--- src/rtl/instr_mem_pkg.sv ---
// Shared types and sizing helpers for the instruction-memory arbiter slice.
package instr_mem_pkg;

  typedef enum logic {
    MST_CORE,
    MST_DBG
  } master_e;

  typedef enum logic [1:0] {
    ARB_IDLE,
    ARB_WAIT,
    ARB_ERR
  } arb_state_e;

  localparam int unsigned TIMEOUT_CYCLES_DEF = 64;
  localparam int unsigned TIMER_W = $clog2(TIMEOUT_CYCLES_DEF) + 1;

  // Timer width for an arbitrary watchdog length (module parameters cannot reach the package).
  function automatic int unsigned timer_width(input int unsigned timeout_cycles);
    return $clog2(timeout_cycles) + 1;
  endfunction

endpackage

--- src/rtl/instr_mem_arbiter_if.sv ---
// Bundles the fetch port, loader port and RAM port seen by instr_mem_arbiter.
interface instr_mem_arbiter_if #(
  parameter int unsigned ADDR_WIDTH = 17,
  parameter int unsigned DATA_WIDTH = 32
);

  logic                      instr_req_i;
  logic [ADDR_WIDTH-1:0]     instr_addr_i;
  logic                      instr_gnt_o;
  logic                      instr_rvalid_o;
  logic [DATA_WIDTH-1:0]     instr_rdata_o;
  logic                      instr_err_o;

  logic                      dbg_req_i;
  logic                      dbg_we_i;
  logic [DATA_WIDTH/8-1:0]   dbg_be_i;
  logic [ADDR_WIDTH-1:0]     dbg_addr_i;
  logic [DATA_WIDTH-1:0]     dbg_wdata_i;
  logic                      dbg_gnt_o;
  logic                      dbg_rvalid_o;
  logic [DATA_WIDTH-1:0]     dbg_rdata_o;
  logic                      dbg_err_o;

  logic                      mem_en_o;
  logic [ADDR_WIDTH-1:0]     mem_addr_o;
  logic [DATA_WIDTH-1:0]     mem_wdata_o;
  logic                      mem_we_o;
  logic [DATA_WIDTH/8-1:0]   mem_be_o;
  logic [DATA_WIDTH-1:0]     mem_rdata_i;
  logic                      mem_rvalid_i;
  logic                      stray_rvalid_o;

  // Arbiter side.
  modport slave (
    input  instr_req_i, instr_addr_i,
    output instr_gnt_o, instr_rvalid_o, instr_rdata_o, instr_err_o,
    input  dbg_req_i, dbg_we_i, dbg_be_i, dbg_addr_i, dbg_wdata_i,
    output dbg_gnt_o, dbg_rvalid_o, dbg_rdata_o, dbg_err_o,
    output mem_en_o, mem_addr_o, mem_wdata_o, mem_we_o, mem_be_o,
    input  mem_rdata_i, mem_rvalid_i,
    output stray_rvalid_o
  );

  // Masters and RAM side.
  modport master (
    output instr_req_i, instr_addr_i,
    input  instr_gnt_o, instr_rvalid_o, instr_rdata_o, instr_err_o,
    output dbg_req_i, dbg_we_i, dbg_be_i, dbg_addr_i, dbg_wdata_i,
    input  dbg_gnt_o, dbg_rvalid_o, dbg_rdata_o, dbg_err_o,
    input  mem_en_o, mem_addr_o, mem_wdata_o, mem_we_o, mem_be_o,
    output mem_rdata_i, mem_rvalid_i,
    input  stray_rvalid_o
  );

endinterface

--- src/rtl/rr_arb2.sv ---
// Two-request round-robin picker; rr_last advances only on an enabled grant.
module rr_arb2
  import instr_mem_pkg::*;
(
  input  logic clk,
  input  logic rst_n,
  input  logic en_i,
  input  logic req_core_i,
  input  logic req_dbg_i,
  output logic gnt_core_o,
  output logic gnt_dbg_o
);

  master_e rr_last_q;

  always_comb begin
    gnt_core_o = 1'b0;
    gnt_dbg_o  = 1'b0;
    if (en_i) begin
      if (req_core_i && req_dbg_i) begin
        gnt_core_o = (rr_last_q == MST_DBG);
        gnt_dbg_o  = (rr_last_q == MST_CORE);
      end else begin
        gnt_core_o = req_core_i;
        gnt_dbg_o  = req_dbg_i;
      end
    end
  end

  always_ff @(posedge clk or negedge rst_n) begin
    if (!rst_n) begin
      rr_last_q <= MST_DBG;
    end else if (gnt_core_o) begin
      rr_last_q <= MST_CORE;
    end else if (gnt_dbg_o) begin
      rr_last_q <= MST_DBG;
    end
  end

endmodule

--- src/rtl/instr_mem_arbiter.sv ---
// Owns the instruction RAM port: arbitrates fetch vs loader, routes the single
// outstanding response to its owner and times out missing responses.
module instr_mem_arbiter
  import instr_mem_pkg::*;
#(
  parameter int unsigned ADDR_WIDTH     = 17,
  parameter int unsigned DATA_WIDTH     = 32,
  parameter int unsigned TIMEOUT_CYCLES = 64
) (
  input logic          clk,
  input logic          rst_n,
  instr_mem_arbiter_if.slave bus
);

  localparam int unsigned TimerW = timer_width(TIMEOUT_CYCLES);
  localparam int unsigned BeW    = DATA_WIDTH / 8;

  arb_state_e            state_q, state_d;
  master_e               owner_q, owner_d;
  logic [TimerW-1:0]     timer_q, timer_d;
  logic                  stray_q, stray_d;

  logic [ADDR_WIDTH-1:0] addr_q, addr_d;
  logic [DATA_WIDTH-1:0] wdata_q, wdata_d;
  logic                  we_q, we_d;
  logic [BeW-1:0]        be_q, be_d;

  logic issue_win, gnt_core, gnt_dbg, gnt_any;
  logic resp_ok, resp_err;

  // Grants are suppressed while reset is asserted, even though the state reads IDLE.
  assign issue_win = rst_n &&
                     ((state_q == ARB_IDLE) || ((state_q == ARB_WAIT) && bus.mem_rvalid_i));
  assign gnt_any   = gnt_core | gnt_dbg;

  rr_arb2 u_rr_arb2 (
    .clk        (clk),
    .rst_n      (rst_n),
    .en_i       (issue_win),
    .req_core_i (bus.instr_req_i),
    .req_dbg_i  (bus.dbg_req_i),
    .gnt_core_o (gnt_core),
    .gnt_dbg_o  (gnt_dbg)
  );

  assign bus.instr_gnt_o = gnt_core;
  assign bus.dbg_gnt_o   = gnt_dbg;

  // RAM request: driven from the winner on a grant, otherwise holds the last issue.
  always_comb begin
    addr_d  = addr_q;
    wdata_d = wdata_q;
    we_d    = we_q;
    be_d    = be_q;
    if (gnt_core) begin
      addr_d = bus.instr_addr_i;
      we_d   = 1'b0;
      be_d   = '1;
    end else if (gnt_dbg) begin
      addr_d  = bus.dbg_addr_i;
      wdata_d = bus.dbg_wdata_i;
      we_d    = bus.dbg_we_i;
      be_d    = bus.dbg_be_i;
    end
  end

  assign bus.mem_en_o    = gnt_any;
  assign bus.mem_addr_o  = addr_d;
  assign bus.mem_wdata_o = wdata_d;
  assign bus.mem_we_o    = we_d;
  assign bus.mem_be_o    = be_d;

  assign resp_ok  = (state_q == ARB_WAIT) && bus.mem_rvalid_i;
  assign resp_err = (state_q == ARB_ERR);

  always_comb begin
    bus.instr_rvalid_o = 1'b0;
    bus.instr_rdata_o  = '0;
    bus.instr_err_o    = 1'b0;
    bus.dbg_rvalid_o   = 1'b0;
    bus.dbg_rdata_o    = '0;
    bus.dbg_err_o      = 1'b0;
    if (resp_ok || resp_err) begin
      if (owner_q == MST_CORE) begin
        bus.instr_rvalid_o = 1'b1;
        bus.instr_err_o    = resp_err;
        bus.instr_rdata_o  = resp_ok ? bus.mem_rdata_i : '0;
      end else begin
        bus.dbg_rvalid_o = 1'b1;
        bus.dbg_err_o    = resp_err;
        bus.dbg_rdata_o  = resp_ok ? bus.mem_rdata_i : '0;
      end
    end
  end

  always_comb begin
    state_d = state_q;
    owner_d = owner_q;
    timer_d = timer_q;
    stray_d = stray_q | (bus.mem_rvalid_i && (state_q != ARB_WAIT));
    unique case (state_q)
      ARB_IDLE: begin
        if (gnt_any) begin
          state_d = ARB_WAIT;
          owner_d = gnt_core ? MST_CORE : MST_DBG;
          timer_d = '0;
        end
      end
      ARB_WAIT: begin
        if (bus.mem_rvalid_i) begin
          if (gnt_any) begin
            owner_d = gnt_core ? MST_CORE : MST_DBG;
            timer_d = '0;
          end else begin
            state_d = ARB_IDLE;
          end
        end else if (timer_q == TimerW'(TIMEOUT_CYCLES - 1)) begin
          state_d = ARB_ERR;
        end else begin
          timer_d = timer_q + TimerW'(1);
        end
      end
      ARB_ERR: state_d = ARB_IDLE;
      default: state_d = ARB_IDLE;
    endcase
  end

  assign bus.stray_rvalid_o = stray_q;

  always_ff @(posedge clk or negedge rst_n) begin
    if (!rst_n) begin
      state_q <= ARB_IDLE;
      owner_q <= MST_CORE;
      timer_q <= '0;
      stray_q <= 1'b0;
      addr_q  <= '0;
      wdata_q <= '0;
      we_q    <= 1'b0;
      be_q    <= '0;
    end else begin
      state_q <= state_d;
      owner_q <= owner_d;
      timer_q <= timer_d;
      stray_q <= stray_d;
      addr_q  <= addr_d;
      wdata_q <= wdata_d;
      we_q    <= we_d;
      be_q    <= be_d;
    end
  end

endmodule

--- src/flat_wrapper.sv ---
// flat-port wrapper written by rule: the top's interface ports become plain ports
module instr_mem_arbiter_flat import instr_mem_pkg::*;
#(
  parameter int unsigned ADDR_WIDTH     = 17,
  parameter int unsigned DATA_WIDTH     = 32,
  parameter int unsigned TIMEOUT_CYCLES = 64
)
  (clk, rst_n, bus_instr_req_i, bus_instr_addr_i, bus_instr_gnt_o, bus_instr_rvalid_o, bus_instr_rdata_o, bus_instr_err_o, bus_dbg_req_i, bus_dbg_we_i, bus_dbg_be_i, bus_dbg_addr_i, bus_dbg_wdata_i, bus_dbg_gnt_o, bus_dbg_rvalid_o, bus_dbg_rdata_o, bus_dbg_err_o, bus_mem_en_o, bus_mem_addr_o, bus_mem_wdata_o, bus_mem_we_o, bus_mem_be_o, bus_mem_rdata_i, bus_mem_rvalid_i, bus_stray_rvalid_o);
  instr_mem_arbiter_if #(.ADDR_WIDTH(ADDR_WIDTH), .DATA_WIDTH(DATA_WIDTH)) bus_i ();
  input logic clk;
  input logic rst_n;
  input wire logic [$bits(bus_i.instr_req_i)-1:0] bus_instr_req_i;
  input wire logic [$bits(bus_i.instr_addr_i)-1:0] bus_instr_addr_i;
  output wire logic [$bits(bus_i.instr_gnt_o)-1:0] bus_instr_gnt_o;
  output wire logic [$bits(bus_i.instr_rvalid_o)-1:0] bus_instr_rvalid_o;
  output wire logic [$bits(bus_i.instr_rdata_o)-1:0] bus_instr_rdata_o;
  output wire logic [$bits(bus_i.instr_err_o)-1:0] bus_instr_err_o;
  input wire logic [$bits(bus_i.dbg_req_i)-1:0] bus_dbg_req_i;
  input wire logic [$bits(bus_i.dbg_we_i)-1:0] bus_dbg_we_i;
  input wire logic [$bits(bus_i.dbg_be_i)-1:0] bus_dbg_be_i;
  input wire logic [$bits(bus_i.dbg_addr_i)-1:0] bus_dbg_addr_i;
  input wire logic [$bits(bus_i.dbg_wdata_i)-1:0] bus_dbg_wdata_i;
  output wire logic [$bits(bus_i.dbg_gnt_o)-1:0] bus_dbg_gnt_o;
  output wire logic [$bits(bus_i.dbg_rvalid_o)-1:0] bus_dbg_rvalid_o;
  output wire logic [$bits(bus_i.dbg_rdata_o)-1:0] bus_dbg_rdata_o;
  output wire logic [$bits(bus_i.dbg_err_o)-1:0] bus_dbg_err_o;
  output wire logic [$bits(bus_i.mem_en_o)-1:0] bus_mem_en_o;
  output wire logic [$bits(bus_i.mem_addr_o)-1:0] bus_mem_addr_o;
  output wire logic [$bits(bus_i.mem_wdata_o)-1:0] bus_mem_wdata_o;
  output wire logic [$bits(bus_i.mem_we_o)-1:0] bus_mem_we_o;
  output wire logic [$bits(bus_i.mem_be_o)-1:0] bus_mem_be_o;
  input wire logic [$bits(bus_i.mem_rdata_i)-1:0] bus_mem_rdata_i;
  input wire logic [$bits(bus_i.mem_rvalid_i)-1:0] bus_mem_rvalid_i;
  output wire logic [$bits(bus_i.stray_rvalid_o)-1:0] bus_stray_rvalid_o;
  assign bus_i.instr_req_i = bus_instr_req_i;
  assign bus_i.instr_addr_i = bus_instr_addr_i;
  assign bus_instr_gnt_o = bus_i.instr_gnt_o;
  assign bus_instr_rvalid_o = bus_i.instr_rvalid_o;
  assign bus_instr_rdata_o = bus_i.instr_rdata_o;
  assign bus_instr_err_o = bus_i.instr_err_o;
  assign bus_i.dbg_req_i = bus_dbg_req_i;
  assign bus_i.dbg_we_i = bus_dbg_we_i;
  assign bus_i.dbg_be_i = bus_dbg_be_i;
  assign bus_i.dbg_addr_i = bus_dbg_addr_i;
  assign bus_i.dbg_wdata_i = bus_dbg_wdata_i;
  assign bus_dbg_gnt_o = bus_i.dbg_gnt_o;
  assign bus_dbg_rvalid_o = bus_i.dbg_rvalid_o;
  assign bus_dbg_rdata_o = bus_i.dbg_rdata_o;
  assign bus_dbg_err_o = bus_i.dbg_err_o;
  assign bus_mem_en_o = bus_i.mem_en_o;
  assign bus_mem_addr_o = bus_i.mem_addr_o;
  assign bus_mem_wdata_o = bus_i.mem_wdata_o;
  assign bus_mem_we_o = bus_i.mem_we_o;
  assign bus_mem_be_o = bus_i.mem_be_o;
  assign bus_i.mem_rdata_i = bus_mem_rdata_i;
  assign bus_i.mem_rvalid_i = bus_mem_rvalid_i;
  assign bus_stray_rvalid_o = bus_i.stray_rvalid_o;
  instr_mem_arbiter #(.ADDR_WIDTH(ADDR_WIDTH), .DATA_WIDTH(DATA_WIDTH), .TIMEOUT_CYCLES(TIMEOUT_CYCLES)) u_core (.clk(clk), .rst_n(rst_n), .bus(bus_i));
endmodule
--- config.mk ---
export PLATFORM = sky130hd
export DESIGN_NAME = instr_mem_arbiter_flat
export DESIGN_NICKNAME = d
export VERILOG_FILES = /design/src/rtl/instr_mem_pkg.sv /design/src/rtl/instr_mem_arbiter_if.sv /design/src/rtl/rr_arb2.sv /design/src/rtl/instr_mem_arbiter.sv /design/src/flat_wrapper.sv
export SDC_FILE = /design/constraint.sdc
export NUM_CORES = 1
export LEC_CHECK = 0
export BUFFER_PORTS_ARGS = -buffer_cell sky130_fd_sc_hd__buf_2
export CAP_MARGIN = 15
export CORE_AREA = 2 2 92 94
export CTS_CLUSTER_DIAMETER = 150
export DETAILED_ROUTE_END_ITERATION = 10
export DIE_AREA = 0 0 94 96
export PLACE_DENSITY = 0.79
export RECOVER_POWER = 25
export SYNTH_ARGS = -nofsm -noshare
export SYNTH_HDL_FRONTEND = slang
export SYNTH_SLANG_ARGS = --single-unit
--- constraint.sdc ---
create_clock -name clk -period 2.6 [get_ports clk]
set_input_delay 0.65 -clock clk [delete_from_list [all_inputs] [get_ports clk]]
set_output_delay 0.65 -clock clk [all_outputs]
set_load 0.01 [all_outputs]
==> metrics <==
Pre-antenna DRT Iters 4; VDD IR-drop max 577 uV; Final Wtd Congestion 0.821; drt initial violations 108; ANT nets after route 0; Post-Syn Instances 294; Slew Limit Fails 0; Mapped Nets just over 400; # IOs 234; Place WS ~0.027 ns; startpoint types flip-flop; initial antenna violation count 0; Mapped Area 3190 um2; Multi-input gate area 1550 um2; Worst setup EP type output pin; most common cell after layout, fill and taps aside buf_2; post-layout util between 60 and 70%; core area 8050 um2; fill count about 650; P&R area growth vs syn 60.1%; Req. time, crit path 1.95 ns; placed inst area 4510 um2; Post-synth EDFFs 0; die height around 96 um; min cycle time layout 2.54 ns; Sink Count 66; RSZ-0062 raised after global routing yes; Worst Tran Pin Value 0.818 ns; Root Buffer clkbuf_8; Final WS setup about 0.056 ns; CP max stage delay 0.42 ns; Total Power 3.46 mW; Slew HR 45.5%; first-pass GRT wire length 14000 um; cts hold-fix bufs 0; CTS buffer count 9; kind of critical path flip-flop to output pin; Worst Path Max Fanout 13; Vias 3126; detailed placement HPWL 7520 um; Finished Cell Area 5100 um2; GRT Util Overall about a fifth; DR DRC count 0; synth unique cells 40; Fin. Hold Viols 0; Overflow after GRT 0; DIE AREA between 9000 and 10000 um2; CTS tree built; drt wl/cell around 16 um; HP Class flip-flop to flip-flop; row cnt 33; PortBufs approximately 230; prevailing post-synth register cell dfrtp_1; n_diodes 0; Critical-path top delay cell dfrtp_2; Setup violations, final 0; ys async rst share 100%; hold slack 0.465 ns; htree depth 3; Final TNS setup 0 ns; placed cell count 627; #FFs+latches synth 66; Initial Utilization 39.6%; outcome finished, final reports clean; via count of the first global-routing pass 2936; Final Non-Filler Cells 650; syn_area_per_cell 10.8 um2; # Max-Cap Violations 0; Seq/Total Area, Yosys 51.9%; pwr/cell area 678 nW/um2; CP arrival 1.89 ns; largest net degree at the start of global routing 67; share of cells above drive strength 1 57.6%; clk buf depth 2; Worst Skew roughly 0.0069 ns; final WL 10500 um; highest clock rate approximately 0.4 GHz; Final Cycle Share around 98%; Worst-path clk slew 0.07 ns; worst path cell trace nand2b_4 -> nor2_4 -> nand3_4 -> clkinv_8 -> buf_16 -> mux2_1 -> buf_2; Leakage 2.82 nW; yosys warns 0; die extent in x 94 um; nets@finish 649; Clock Latency Late Sink 0.33 ns; via density per instance 4.81; Register Area 1650 um2; commonest non-fill, non-tap cells in the layout buf_2 (216), and2_1 (64), dfrtp_1 (64), nand2_1 (43), mux2_4 (28)
[logic make-up (layout without fill, tap and decap cells)]
family | count (synthesis) | count (layout) | synth area share, %
flops | 66 | 66 | 51.9
fa+ha+maj | 1 | 1 | 0.393
mux | 32 | 32 | 11.3
buf+inv | 23 | 274 | 4.32
compound gates | 40 | 40 | 9.42
simple gates | 132 | 132 | 22.7
[routing by layer]
metal  GRT usage [%]  up-vias  wire length [um]
met5               0        -                 0
met1            21.8     1467              3700
met2            37.8      163              5640
met4            8.33        0               142
li1                -     1486                 -
met3            6.03       10               997
[cell type report]
type	count	area share, %
repair buffers	252	30.0
clock buffers	9	2.43
clock inverters	7	1.35
flip-flops and latches	66	32.4
multi-input cells	205	30.4
well taps	105	2.57
inverters	6	0.785
[worst max-delay path, delay by kind of cell, from the launching register on]
kind          cells  cell delay [ns]
flops             1             0.42
buf+inv           3             0.42
simple gates      3             0.39
mux               1             0.34
[sequential cells by signal, indices dropped and copies added (netlist names), 2 cells and up]
signal	count
u_core.wdata_q	32
u_core.addr_q	17
u_core.timer_q	7
u_core.be_q	4
u_core.state_q	2
[power breakdown]
part           internal (mW)  switching (mW)
clock                  0.441           0.394
sequential              1.26          0.0879
combinational          0.673           0.605
total                   2.37            1.09
[Yosys cell counts (2+ instances only)]
cell type	instances	share of area, %
dfrtp_1	65	51
and2_1	64	13
nand2_1	44	5.2
mux2_1	32	11
a22oi_1	17	4.0
clkbuf_1	7	0.82
nor2_1	6	0.71
buf_6	5	1.8
nand3_1	5	0.79
buf_2	4	0.63
inv_1	4	0.47
o22a_1	4	1.1
a21o_1	3	0.71
a21oi_1	3	0.47
nor4_1	3	0.59
o21ai_0	3	0.47
o21ai_1	2	0.31
[final timing paths]
| kind | from | cells past startpoint | end | slack (ns) |
|---|---|---|---|---|
| worst max-delay path | u_core.state_q[1] | 7 | bus_mem_wdata_o[27] | 0.06 |
| worst min-delay path | u_core.addr_q[3] | 2 | u_core.addr_q[3] | 0.47 |
| worst max register to register | u_core.state_q[0] | 7 | u_core.wdata_q[13] | 0.95 |
| worst min register to register | u_core.addr_q[3] | 2 | u_core.addr_q[3] | 0.47 |
| max in group asynchronous | rst_n | 2 | u_core.state_q[1] | 1.50 |
| min in group asynchronous | rst_n | 2 | u_core.be_q[2] | 0.53 |
[timing repair]
item	in CTS	in global routing
setup buffers	1	2
cloned	1	3
gates resized for setup	13	65
setup endpoints to repair	35	104
pin swaps	1	2
(Power assumes the default switching activity.)
